===== src/rtl/fft_seq_ctrl_if.sv =====
// Host-side bundle for the FFT sequencer: start/step requests in, and out the phase strobes,
// status and butterfly addresses.
interface fft_seq_ctrl_if #(
    parameter int LOG2N = 3
);
    localparam int SW = $clog2(LOG2N) + 1;

    logic             start;
    logic             ReadyIn;
    logic             busy;
    logic             done;
    logic             load_w;
    logic             load_b;
    logic             mul_en;
    logic             load_a;
    logic             cal_en;
    logic             wr_en;
    logic [SW-1:0]    stage;
    logic [LOG2N-1:0] addr_a;
    logic [LOG2N-1:0] addr_b;
    logic [LOG2N-2:0] tw_idx;

    modport master (
        input  start, ReadyIn,
        output busy, done, load_w, load_b, mul_en, load_a, cal_en, wr_en,
        output stage, addr_a, addr_b, tw_idx
    );

    modport slave (
        output start, ReadyIn,
        input  busy, done, load_w, load_b, mul_en, load_a, cal_en, wr_en,
        input  stage, addr_a, addr_b, tw_idx
    );
endinterface


===== src/rtl/fft_seq_ctrl.sv =====
// Radix-2 DIT FFT sequencer: walks six phases per butterfly over all stages and butterflies.
// Build option FFT_SEQ_STEP_EN: phases advance only on ReadyIn rising edges; otherwise every clock.
module fft_seq_ctrl #(
    parameter int LOG2N = 3
) (
    input  logic          clk,
    input  logic          Rst,
    fft_seq_ctrl_if.master bus
);
    localparam int SW = $clog2(LOG2N) + 1;
    localparam int KW = LOG2N - 1;
    localparam logic [SW-1:0]    S_LAST = SW'(LOG2N - 1);
    localparam logic [KW-1:0]    K_LAST = {KW{1'b1}};
    localparam logic [LOG2N-1:0] ONE_N  = LOG2N'(1);

    typedef enum logic [2:0] {
        IDLE, LD_W, LD_B, MUL, LD_A, CAL, WR, DONE
    } state_t;

    state_t        state_q, state_d;
    logic [SW-1:0] s_q, s_d;
    logic [KW-1:0] k_q, k_d;
    logic          step;

`ifdef FFT_SEQ_STEP_EN
    logic ready_q, ready_d;

    always_comb begin
        ready_d = bus.ReadyIn;
    end

    always_ff @(posedge clk or posedge Rst) begin
        if (Rst) begin
            ready_q <= 1'b0;
        end else begin
            ready_q <= ready_d;
        end
    end

    // A held-high ReadyIn yields a single step.
    assign step = bus.ReadyIn & ~ready_q;
`else
    logic unused_ready;
    assign unused_ready = bus.ReadyIn;
    assign step         = 1'b1;
`endif

    always_ff @(posedge clk or posedge Rst) begin
        if (Rst) begin
            state_q <= IDLE;
            s_q     <= '0;
            k_q     <= '0;
        end else begin
            state_q <= state_d;
            s_q     <= s_d;
            k_q     <= k_d;
        end
    end

    always_comb begin
        state_d = state_q;
        s_d     = s_q;
        k_d     = k_q;
        unique case (state_q)
            IDLE: begin
                if (bus.start) begin
                    state_d = LD_W;
                    s_d     = '0;
                    k_d     = '0;
                end
            end
            LD_W: if (step) state_d = LD_B;
            LD_B: if (step) state_d = MUL;
            MUL:  if (step) state_d = LD_A;
            LD_A: if (step) state_d = CAL;
            CAL:  if (step) state_d = WR;
            WR: begin
                if (step) begin
                    if (k_q != K_LAST) begin
                        k_d     = k_q + KW'(1);
                        state_d = LD_W;
                    end else if (s_q != S_LAST) begin
                        s_d     = s_q + SW'(1);
                        k_d     = '0;
                        state_d = LD_W;
                    end else begin
                        state_d = DONE;
                    end
                end
            end
            DONE:    state_d = IDLE;
            default: state_d = IDLE;
        endcase
    end

    always_comb begin
        bus.busy   = (state_q != IDLE);
        bus.done   = (state_q == DONE);
        bus.load_w = (state_q == LD_W);
        bus.load_b = (state_q == LD_B);
        bus.mul_en = (state_q == MUL);
        bus.load_a = (state_q == LD_A);
        bus.cal_en = (state_q == CAL);
        bus.wr_en  = (state_q == WR);
        bus.stage  = s_q;
    end

    // Addresses depend only on registered s/k, so they hold steady across all six phases.
    logic [LOG2N-1:0] k_ext, half, pos, grp, base;
    logic [SW-1:0]    tw_sh;

    always_comb begin
        k_ext      = {1'b0, k_q};
        half       = ONE_N << s_q;
        pos        = k_ext & (half - ONE_N);
        grp        = k_ext >> s_q;
        base       = (grp << 1) << s_q;
        tw_sh      = S_LAST - s_q;
        bus.addr_a = base | pos;
        bus.addr_b = (base | pos) + half;
        // pos < 2^s <= N/2, so its low LOG2N-1 bits carry the whole value.
        bus.tw_idx = pos[LOG2N-2:0] << tw_sh;
    end
endmodule


===== src/flat_wrapper.sv =====
// flat-port wrapper written by rule: the top's interface ports become plain ports
module fft_seq_ctrl_flat 
#(
    parameter int LOG2N = 3
)
  (clk, Rst, bus_start, bus_ReadyIn, bus_busy, bus_done, bus_load_w, bus_load_b, bus_mul_en, bus_load_a, bus_cal_en, bus_wr_en, bus_stage, bus_addr_a, bus_addr_b, bus_tw_idx);
  fft_seq_ctrl_if #(.LOG2N(LOG2N)) bus_i ();
  input  logic clk;
  input  logic Rst;
  input wire logic [$bits(bus_i.start)-1:0] bus_start;
  input wire logic [$bits(bus_i.ReadyIn)-1:0] bus_ReadyIn;
  output wire logic [$bits(bus_i.busy)-1:0] bus_busy;
  output wire logic [$bits(bus_i.done)-1:0] bus_done;
  output wire logic [$bits(bus_i.load_w)-1:0] bus_load_w;
  output wire logic [$bits(bus_i.load_b)-1:0] bus_load_b;
  output wire logic [$bits(bus_i.mul_en)-1:0] bus_mul_en;
  output wire logic [$bits(bus_i.load_a)-1:0] bus_load_a;
  output wire logic [$bits(bus_i.cal_en)-1:0] bus_cal_en;
  output wire logic [$bits(bus_i.wr_en)-1:0] bus_wr_en;
  output wire logic [$bits(bus_i.stage)-1:0] bus_stage;
  output wire logic [$bits(bus_i.addr_a)-1:0] bus_addr_a;
  output wire logic [$bits(bus_i.addr_b)-1:0] bus_addr_b;
  output wire logic [$bits(bus_i.tw_idx)-1:0] bus_tw_idx;
  assign bus_i.start = bus_start;
  assign bus_i.ReadyIn = bus_ReadyIn;
  assign bus_busy = bus_i.busy;
  assign bus_done = bus_i.done;
  assign bus_load_w = bus_i.load_w;
  assign bus_load_b = bus_i.load_b;
  assign bus_mul_en = bus_i.mul_en;
  assign bus_load_a = bus_i.load_a;
  assign bus_cal_en = bus_i.cal_en;
  assign bus_wr_en = bus_i.wr_en;
  assign bus_stage = bus_i.stage;
  assign bus_addr_a = bus_i.addr_a;
  assign bus_addr_b = bus_i.addr_b;
  assign bus_tw_idx = bus_i.tw_idx;
  fft_seq_ctrl #(.LOG2N(LOG2N)) u_core (.clk(clk), .Rst(Rst), .bus(bus_i));
endmodule

===== config.mk =====
export PLATFORM = sky130hd
export DESIGN_NAME = fft_seq_ctrl_flat
export DESIGN_NICKNAME = d
export VERILOG_FILES = /design/src/rtl/fft_seq_ctrl_if.sv /design/src/rtl/fft_seq_ctrl.sv /design/src/flat_wrapper.sv
export SDC_FILE = /design/constraint.sdc
export NUM_CORES = 1
export LEC_CHECK = 0
export BUFFER_PORTS_ARGS = -buffer_cell sky130_fd_sc_hd__buf_4
export CAP_MARGIN = 20
export CORE_MARGIN = 1
export CORE_UTILIZATION = 48
export CTS_CLUSTER_DIAMETER = 100
export DETAILED_ROUTE_END_ITERATION = 8
export GPL_ROUTABILITY_DRIVEN = 0
export PLACE_DENSITY = 0.84
export SYNTH_ARGS = -nofsm -noshare
export SYNTH_HDL_FRONTEND = slang
export SYNTH_SLANG_ARGS = --single-unit

===== constraint.sdc =====
create_clock -name clk -period 2.8 [get_ports clk]
set_input_delay 0.56 -clock clk [delete_from_list [all_inputs] [get_ports clk]]
set_output_delay 0.56 -clock clk [all_outputs]
set_load 0.03 [all_outputs]

==> impl_metrics.tcl, run 1 <==
set metrics [dict create \
    cts_tree "yes" \
    setup_tns_ns 0 \
    vias_per_cell 5.65 \
    synth_top_family_by_area "simple AND/OR/NAND/NOR gates" \
    rrSetupSlack_ns 1.29 \
    initialDrtViolationCount 10 \
    fmax_ghz 0.370 \
    clock-sinks 8 \
    period_minus_slack_ns 2.70 \
    synth_xor_area_share_pct 3.87 \
    setup_ws_ns 0.100 \
    intPower_uw 455 \
    worstReg2RegEnd "u_core.bus.stage[0]" \
    ant_nets 0 \
    die_h_um 39.6 \
    multiInputGateArea_um2 457 \
    period_share_pct 96.4 \
    p_comb_share_pct 63.8 \
    clockBufferDepth 2 \
    worstSetupStartpointType "register" \
    leakage_uw 0.000452 \
    rows 13 \
    clock_latency_ns 0.27 \
    synthAdderAreaFrac_pct 12.2 \
    track_usage_pct 23.9 \
    endpoint_kind "output port" \
    syn_nets 88 \
    diodes 0 \
    nNetsFinal 115 \
    cts_max_level 1 \
    synth_top_area_cell "dfrtp_1" \
    worstPathArrival_ns 2.14 \
    seq_power_share_pct 26.4 \
    drc 0 \
    irDropWorstVdd_mv 0.711 \
    syn_area_per_cell_um2 8.71 \
    synthArstFlopShare_pct 100 \
    wirelength_um 1530 \
    grt_pass1_wl_um 2380 \
    fp.dieW_um 39.6 \
    maxSlewViolCount 0 \
    grt_setup_unrepaired "no" \
    ys.flop_type "dfrtp_1" \
    synth-seq-area-share_pct 29.5 \
    yosys-top-cells-count "inv_1 (9), dfrtp_1 (8), nand2_1 (6), nand3_1 (6), ha_1 (5)" \
    io_buffer_count 21 \
    max_cap_violations 0 \
    die-area_mm2 0.00157 \
    syn_area_um2 679 \
    yosysTopAreaCellShare_pct 29.5 \
    p_per_area_mw_per_mm2 1050 \
    start_util_pct 52.2 \
    yosys.cell_count.top_type "inv_1" \
    first_global_vias 559 \
    hold_violations 0 \
    ys_warn_count 0 \
    crit-reg2reg-launch "u_core.bus.stage[1]" \
    yosys.area_share.simple_pct 31.3 \
    fillerInstances 117 \
    postSynthRegisterBits 8 \
    wl_per_cell_um 13.0 \
    power_switching_share_pct 52.5 \
    yosys-mux-area-fraction_pct 4.42 \
    drive_above_1_share_pct 33.0 \
    antenna_found_initial 0 \
    vias 667 \
    syn-instance-count 78 \
    hpwl_um 1180 \
    setup_viol 0 \
    path_class "register to output port" \
    reg2reg_depth 5 \
    required_ns 2.24 \
    status "finished clean" \
    synth_area_leaders "dfrtp_1 (29%), ha_1 (9.2%), inv_1 (5.0%)" \
    ff_latch_area_um2 200 \
    clkPwrFrac_pct 9.8 \
    synthToLayoutAreaGrowth_pct 34.3 \
    hold_ws_ns 0.239 \
    synth-compound-area-share_pct 11.8 \
    critPathMaxFanout 3 \
    hp-class "input pin to async pin" \
    grt_max_degree 15 \
    ys_types 33 \
    ioPinCount 23 \
    clock-root-buffer "clkbuf_4" \
    numCtsBuffers 3 \
    synth_edf_count 0 \
    preCtsSetupSlack_ns 0.139 \
    p_switching_uw 502 \
    path_clk_slew_ns 0.06 \
    coreArea_mm2 0.00130 \
    clock-skew-final_ns 0.00962 \
    grt_overflow 0 \
    first_pass_iters 4 \
]
-- state kept, by name (all words and copies together) (netlist names) --
signal,flops
u_core.k_q,2
u_core.bus.stage,3
u_core.state_q,3
-- placed cells by master, fill, tap and decap left out, drive strengths merged, types with 2 or more instances in the layout --
cell type and instances:
dfrtp 8, nand2 6, nand2b 2, xnor2 2
mux2i 3, nor3 3, clkbuf 3, nand4 2
nor2b 2, nand3 6, inv 9, and3 4
nand3b 2, o21ai 3, nor3b 3, buf 24
or3 2, ha 5
-- power by group through the flow --
stage	Clock, µW	Combinational (µW)	Sequential [µW]
after floorplan	0	434	221
after global placement	0	584	246
after detailed placement	0	604	251
after CTS	95.7	612	248
after global routing	97.7	666	263
final	94.0	610	252
-- routing by layer --
layer / vias to the layer above / GRT usage, % / share of wire [%]
li1: 323 / - / -
met1: 314 / 23.9 / 38
met2: 28 / 44.3 / 53
met3: 2 / 9.09 / 7.4
met4: 0 / 7.76 / 0.85
met5: - / 0 / 0
-- kinds of logic (layout without fill, tap and decap cells) --
group / after synthesis / in the layout
and+or+nand+nor: 35 / 35
AOI/OAI and AO/OA: 11 / 11
buffers and inverters: 11 / 36
DFF: 8 / 8
adders and majority gates: 6 / 6
xor gates and xnor gates: 3 / 3
muxes: 3 / 3
other: 1 / 1
-- critical path: stages (launching register included) --
cell	delay [ns]
dfrtp_1	0.36
inv_1	0.08
ha_1	0.24
xnor2_2	0.20
o21ai_2	0.08
o41a_1	0.14
fa_2	0.40
xor2_2	0.19
buf_4	0.18
-- stage by stage --
step	util, %	std cells	total power (µW)	cell area (µm²)
6_report	70.1	118	957	912
5_1_grt	70.1	118	1030	912
4_1_cts	69.2	118	955	901
3_5_place_dp	66.7	114	855	868
3_3_place_gp	66.7	114	830	868
2_1_floorplan	-	78	654	687
-- worst max-delay path by stage --
stage | from | end | cells after the start
6_report | u_core.bus.stage[0] | bus_addr_b[2] | 8
5_1_grt | u_core.bus.stage[0] | bus_addr_b[2] | 8
4_1_cts | u_core.bus.stage[0] | bus_addr_b[2] | 8
3_5_place_dp | u_core.bus.stage[0] | bus_addr_b[2] | 8
3_3_place_gp | u_core.bus.stage[0] | bus_addr_b[2] | 8
2_1_floorplan | u_core.bus.stage[0] | bus_addr_b[2] | 7
-- timing repair --
action	in CTS	in global routing
resized for setup	1	3
setup buffers	1	0
endpoints found under the setup margin	2	2
hold buffers	0	0
-- final cells by class --
cell class | instances | area share (%)
tap | 15 | 2.06
sequential | 8 | 21.9
multi-input combinational | 59 | 50.1
timing repair buffer | 24 | 19.8
inverter | 9 | 3.70
clock buffer | 3 | 2.47
No activity file was read; power rests on OpenSTA's default activity.
==> inputs of run 2 (changes only) <==
--- a/config.mk
+++ b/config.mk
@@ -13,6 +13,7 @@
 export DETAILED_ROUTE_END_ITERATION = 8
 export GPL_ROUTABILITY_DRIVEN = 0
 export PLACE_DENSITY = 0.84
+export RECOVER_POWER = 50
 export SYNTH_ARGS = -nofsm -noshare
 export SYNTH_HDL_FRONTEND = slang
 export SYNTH_SLANG_ARGS = --single-unit
==> run 2 against run 1 <==
Effect of this change:
- maximum frequency is 0.16% higher
- first-iteration DRC count is 10% lower
- via count is 0.75% higher
- clock skew hardly changed
- cell area is 1.4% lower
- non-clock buffer count stayed put
==> impl_metrics.tcl, run 2 (synthesis gave the netlist of run 1 again) <==
set metrics [dict create \
    status "finished clean" \
    nNetsFinal 115 \
    hp-class "input pin to async pin" \
    rrSetupSlack_ns 1.09 \
    diodes 0 \
    vias 672 \
    worstPathArrival_ns 2.14 \
    hpwl_um 1180 \
    leakage_uw 0.000446 \
    clock-skew-final_ns 0.00991 \
    p_switching_uw 499 \
    antenna_found_initial 0 \
    power_switching_share_pct 52.5 \
    synthToLayoutAreaGrowth_pct 32.4 \
    preCtsSetupSlack_ns 0.139 \
    fmax_ghz 0.371 \
    seq_power_share_pct 26.4 \
    irDropWorstVdd_mv 0.705 \
    final_common_cell "buf_4" \
    track_usage_pct 23.9 \
    period_share_pct 96.3 \
    first_pass_iters 4 \
    intPower_uw 451 \
    cts_hold_buf 0 \
    mostFrequentLayoutCells "buf_4 (22), inv_1 (9), dfrtp_1 (8)" \
    worstSetupStartpointType "register" \
    cts_max_level 1 \
    start_util_pct 52.2 \
    worstReg2RegEnd "u_core.bus.stage[0]" \
    max_cap_violations 0 \
    setup_viol 0 \
    clock-root-buffer "clkbuf_4" \
    crit_chain "inv_1, ha_1, xnor2_2, o21ai_2, o41a_1, fa_2, xor2_2, buf_4" \
    hold_violations 0 \
    grt_overflow 0 \
    coreArea_mm2 0.00130 \
    startpoint "u_core.bus.stage[0]" \
    required_ns 2.24 \
    drc 0 \
    drive_above_1_share_pct 30.1 \
    period_minus_slack_ns 2.70 \
    first_global_vias 559 \
    grt_pass1_wl_um 2380 \
    clockBufferDepth 2 \
    ioPinCount 23 \
    grt_max_degree 15 \
    rows 13 \
    maxSlewViolCount 0 \
    numCtsBuffers 3 \
    ff_latch_area_um2 200 \
    io_buffer_count 21 \
    cp_slowest_stage_delay_ns 0.40 \
    wirelength_um 1530 \
    clkPwrFrac_pct 9.7 \
    finish.utilization_pct 69.1 \
    crit-reg2reg-launch "u_core.bus.stage[1]" \
    ant_nets 0 \
    cts_tree "yes" \
    die-area_mm2 0.00157 \
    reg2reg_depth 5 \
    die_h_um 39.6 \
    endpoint_kind "output port" \
    vias_per_cell 5.69 \
    wl_per_cell_um 12.9 \
    critPathSlowestCell "fa_2" \
    clock-sinks 8 \
    fillerInstances 117 \
    multiInputGateArea_um2 448 \
    initialDrtViolationCount 9 \
    hold_ws_ns 0.245 \
    fp.dieW_um 39.6 \
    critPathMaxFanout 3 \
    setup_ws_ns 0.104 \
    setup_tns_ns 0 \
    p_per_area_mw_per_mm2 1060 \
    path_clk_slew_ns 0.06 \
    p_comb_share_pct 63.8 \
    grt_setup_unrepaired "no" \
    path_class "register to output port" \
    clock_latency_ns 0.27 \
]
run 2: cell count changes in the layout (fill, tap and decap cells not counted):
cell	before	now
buf_4	24	22
clkbuf_1	0	1
clkbuf_4	3	4
nor3b_1	2	3
nor3b_2	1	0
or4b_1	0	1
or4b_4	1	0
run 2: final cells by class:
type / instances / share of cell area, %
timing repair buffer: 24 / 19.6
multi-input combinational: 59 / 49.8
tap: 15 / 2.09
inverter: 9 / 3.76
sequential: 8 / 22.3
clock buffer: 3 / 2.50
run 2: critical path, delay by kind of cell, from the launching register on:
kind / cells / cell delay (ns)
AO/OA/AOI/OAI: 2 / 0.22
buffers and inverters: 2 / 0.26
adder cells (fa/ha/maj): 2 / 0.64
XOR/XNOR: 2 / 0.39
flip-flops: 1 / 0.36
run 2: metal layers:
layer	part of all wire, %	vias to the layer above	global-route usage, %
met5	0	-	0
met3	6.4	2	9.09
met1	39	319	23.9
met4	0.85	0	7.76
met2	53	26	44.3
li1	-	325	-
run 2: power by group through the flow:
stage,Clock (µW),Sequential (µW),Combinational [µW]
after floorplan,0,221,434
after global placement,0,246,584
after detailed placement,0,251,604
after CTS,95.7,248,612
after global routing,97.7,262,662
final,92.5,251,606
run 2: worst max path at each step:
stage | slack, ns | endpoint | cells after the start
after floorplan | 0.02 | bus_addr_b[2] | 7
after CTS | 0.02 | bus_addr_b[2] | 8
after global routing | 0.008 | bus_addr_b[2] | 8
after global placement | 0.24 | bus_addr_b[2] | 8
after detailed placement | 0.14 | bus_addr_b[2] | 8
final | 0.10 | bus_addr_b[2] | 8
run 2: what timing repair did:
item / CTS / global route
gates resized for setup: 1 / 3
buffers inserted: 1 / 0
endpoints found under the setup margin: 2 / 2
run 2: stage by stage:
| step | instance area [µm²] | std cells | total power, µW |
|---|---|---|---|
| after floorplan | 687 | 78 | 654 |
| after global placement | 868 | 114 | 830 |
| after detailed placement | 868 | 114 | 855 |
| after CTS | 901 | 118 | 955 |
| after global routing | 900 | 118 | 1020 |
| final | 900 | 118 | 949 |
==> inputs of run 3 (changes only) <==
--- a/config.mk
+++ b/config.mk
@@ -5,10 +5,11 @@
 export SDC_FILE = /design/constraint.sdc
 export NUM_CORES = 1
 export LEC_CHECK = 0
+export ABC_AREA = 1
 export BUFFER_PORTS_ARGS = -buffer_cell sky130_fd_sc_hd__buf_4
 export CAP_MARGIN = 20
 export CORE_MARGIN = 1
-export CORE_UTILIZATION = 48
+export CORE_UTILIZATION = 49
 export CTS_CLUSTER_DIAMETER = 100
 export DETAILED_ROUTE_END_ITERATION = 8
 export GPL_ROUTABILITY_DRIVEN = 0
==> constraint.sdc (replaced) <==
create_clock -name clk -period 2.8 [get_ports clk]
set_input_delay 0.28 -clock clk [delete_from_list [all_inputs] [get_ports clk]]
set_output_delay 0.28 -clock clk [all_outputs]
set_load 0.03 [all_outputs]
==> run 3 against run 2 <==
Effect of this change:
- synthesized cell count increased by 24%
- non-clock buffer count decreased by 2
- area after synthesis increased by 7.6%
- register-to-register slack improved by 0.12 ns
- worst setup slack improved by 0.20 ns
- worst hold slack improved by 0.15 ns
- sequential share of layout area decreased by 0.24 points
- sequential power decreased by 20%
- final cell count increased by 16%
- largest cell class unchanged
==> impl_metrics.tcl, run 3 <==
set metrics [dict create \
    yosys-top-cells-count "nand2_1 (23), inv_1 (16), dfrtp_1 (8), nor2_1 (8), ha_1 (5)" \
    postSynthRegisterBits 8 \
    syn_area_per_cell_um2 7.53 \
    wirelength_um 1450 \
    endpoint_kind "output port" \
    clock-skew-final_ns 0.00272 \
    first_pass_iters 4 \
    setup_tns_ns 0 \
    synth_area_leaders "dfrtp_1 (27%), nand2_1 (12%), ha_1 (8.6%)" \
    clkPwrFrac_pct 9.2 \
    ant_nets 0 \
    syn_area_um2 731 \
    yosysTopAreaCellShare_pct 27.4 \
    ys.flop_type "dfrtp_1" \
    fmax_ghz 0.400 \
    fp.dieW_um 40.6 \
    ys_warn_count 0 \
    worstReg2RegEnd "u_core.k_q[0]" \
    period_share_pct 89.3 \
    cts_hold_buf 1 \
    initialDrtViolationCount 12 \
    startpoint "u_core.bus.stage[0]" \
    syn_nets 107 \
    fillerInstances 131 \
    rrSetupSlack_ns 1.21 \
    intPower_uw 407 \
    rows 13 \
    worstSetupStartpointType "register" \
    maxSlewViolCount 0 \
    start_util_pct 54.1 \
    final_common_cell "nand2_1" \
    period_minus_slack_ns 2.50 \
    grt_setup_unrepaired "no" \
    die-area_mm2 0.00165 \
    max_cap_violations 0 \
    irDropWorstVdd_mv 0.558 \
    cts_resized 0 \
    clock-sinks 8 \
    track_usage_pct 20.5 \
    grt_overflow 0 \
    endpoint "bus_addr_b[2]" \
    setup_viol 0 \
    die_h_um 40.6 \
    wl_per_cell_um 10.6 \
    path_class "register to output port" \
    power_switching_share_pct 56.2 \
    path_clk_slew_ns 0.05 \
    p_switching_uw 522 \
    nNetsFinal 134 \
    worstPathArrival_ns 2.22 \
    synthToLayoutAreaGrowth_pct 24.5 \
    cts_max_level 1 \
    hold_violations 0 \
    vias 671 \
    ioPinCount 23 \
    crit-reg2reg-launch "u_core.bus.stage[0]" \
    mostFrequentLayoutCells "nand2_1 (23), inv_1 (18), buf_4 (14)" \
    stdcell_count 137 \
    p_per_area_mw_per_mm2 1020 \
    antenna_found_initial 0 \
    numCtsBuffers 3 \
    clockBufferDepth 2 \
    ys_types 25 \
    drive_above_1_share_pct 23.0 \
    post-cts-setup-buffer-count 0 \
    clock_latency_ns 0.25 \
    hp-class "input pin to register" \
    p_comb_share_pct 69.2 \
    leakage_uw 0.000509 \
    synthArstFlopShare_pct 100 \
    synth_edf_count 0 \
    status "finished clean" \
    first_global_vias 571 \
    grt_max_degree 9 \
    reg2reg_depth 8 \
    diodes 0 \
    clock-root-buffer "clkbuf_4" \
    yosys.cell_count.top_type "nand2_1" \
    syn-instance-count 97 \
    drc 0 \
    cts_tree "yes" \
    critPathMaxFanout 8 \
    io_buffer_count 21 \
    required_ns 2.52 \
    hpwl_um 1220 \
    synth-seq-area-share_pct 27.4 \
    coreArea_mm2 0.00135 \
    seq_power_share_pct 21.6 \
    grt_pass1_wl_um 2170 \
    vias_per_cell 4.90 \
    synth_top_area_cell "dfrtp_1" \
    placed_cells 133 \
]
==> run 3: changes by cell type in the layout (fill, tap and decap cells not counted), sizes merged, moves of 4 or more <==
cell	previous run	this run
clkbuf	5	10
nor2	1	10
and3	4	0
inv	9	20
nand2	6	27
buf	22	14
==> run 3: power groups by stage <==
stage	registers [µW]	clock network [µW]	logic, µW
3_3_place_gp	208	0	650
3_5_place_dp	210	0	669
4_1_cts	208	89.7	672
6_report	200	85.4	643
2_1_floorplan	214	0	471
5_1_grt	206	94.7	708
==> run 3: worst min-delay path by stage <==
stage | slack, ns | end | startpoint | cells after the start
after floorplan | 0.1 | u_core.bus.stage[0] | Rst | 1
after global placement | 0.25 | u_core.bus.stage[0] | Rst | 2
after detailed placement | 0.25 | u_core.bus.stage[0] | Rst | 2
after CTS | 0.39 | u_core.state_q[0] | bus_start | 4
after global routing | 0.41 | u_core.state_q[0] | bus_start | 4
final | 0.39 | u_core.state_q[0] | bus_start | 4
==> run 3: worst max-delay path, cell delays in order, from the launching register on <==
cell and delay, ns:
dfrtp_1 0.49, inv_1 0.14, ha_1 0.26, nand3b_1 0.10
o211ai_1 0.10, nand2_1 0.10, inv_1 0.06, fa_1 0.41
inv_1 0.06, nand2_1 0.05, nand2_1 0.06, buf_4 0.15
==> run 3: cells by family after synthesis <==
logic type               after synthesis  synth area share [%]
flip-flops                             8                  27.4
XOR/XNOR                               3                  3.60
other                                  1                 0.513
buffers and inverters                 20                  10.3
AO/OA/AOI/OAI                          7                  6.68
adder cells (fa/ha/maj)                6                  11.3
AND/OR/NAND/NOR                       52                  40.2
==> run 3: routing by layer <==
metal,vias to the layer above,part of all wire [%],GRT usage (%)
li1,352,-,-
met1,304,45,22.0
met2,13,53,38.1
met3,2,2.0,3.26
met4,0,0.28,10.0
met5,-,0,0
==> run 3: stage by stage <==
| step | cell area, µm² | worst slack [ns] | utilization [%] | hold WS [ns] | total power (µW) |
|---|---|---|---|---|---|
| after floorplan | 731 | 0.299 | - | 0.0957 | 685 |
| after global placement | 907 | 0.638 | 67.2 | 0.246 | 858 |
| after detailed placement | 907 | 0.569 | 67.2 | 0.252 | 879 |
| after CTS | 940 | 0.291 | 69.6 | 0.387 | 970 |
| after global routing | 910 | 0.109 | 67.4 | 0.405 | 1010 |
| final | 910 | 0.300 | 67.4 | 0.391 | 929 |
==> run 3: layout make-up <==
class	instances	area (µm²)	share of cell area [%]
multi-input combinational	69	448	49.2
inverter	20	75.1	8.25
clock buffer	3	22.5	2.48
tap	15	18.8	2.06
timing repair buffer	22	145	16.0
sequential	8	200	22.0
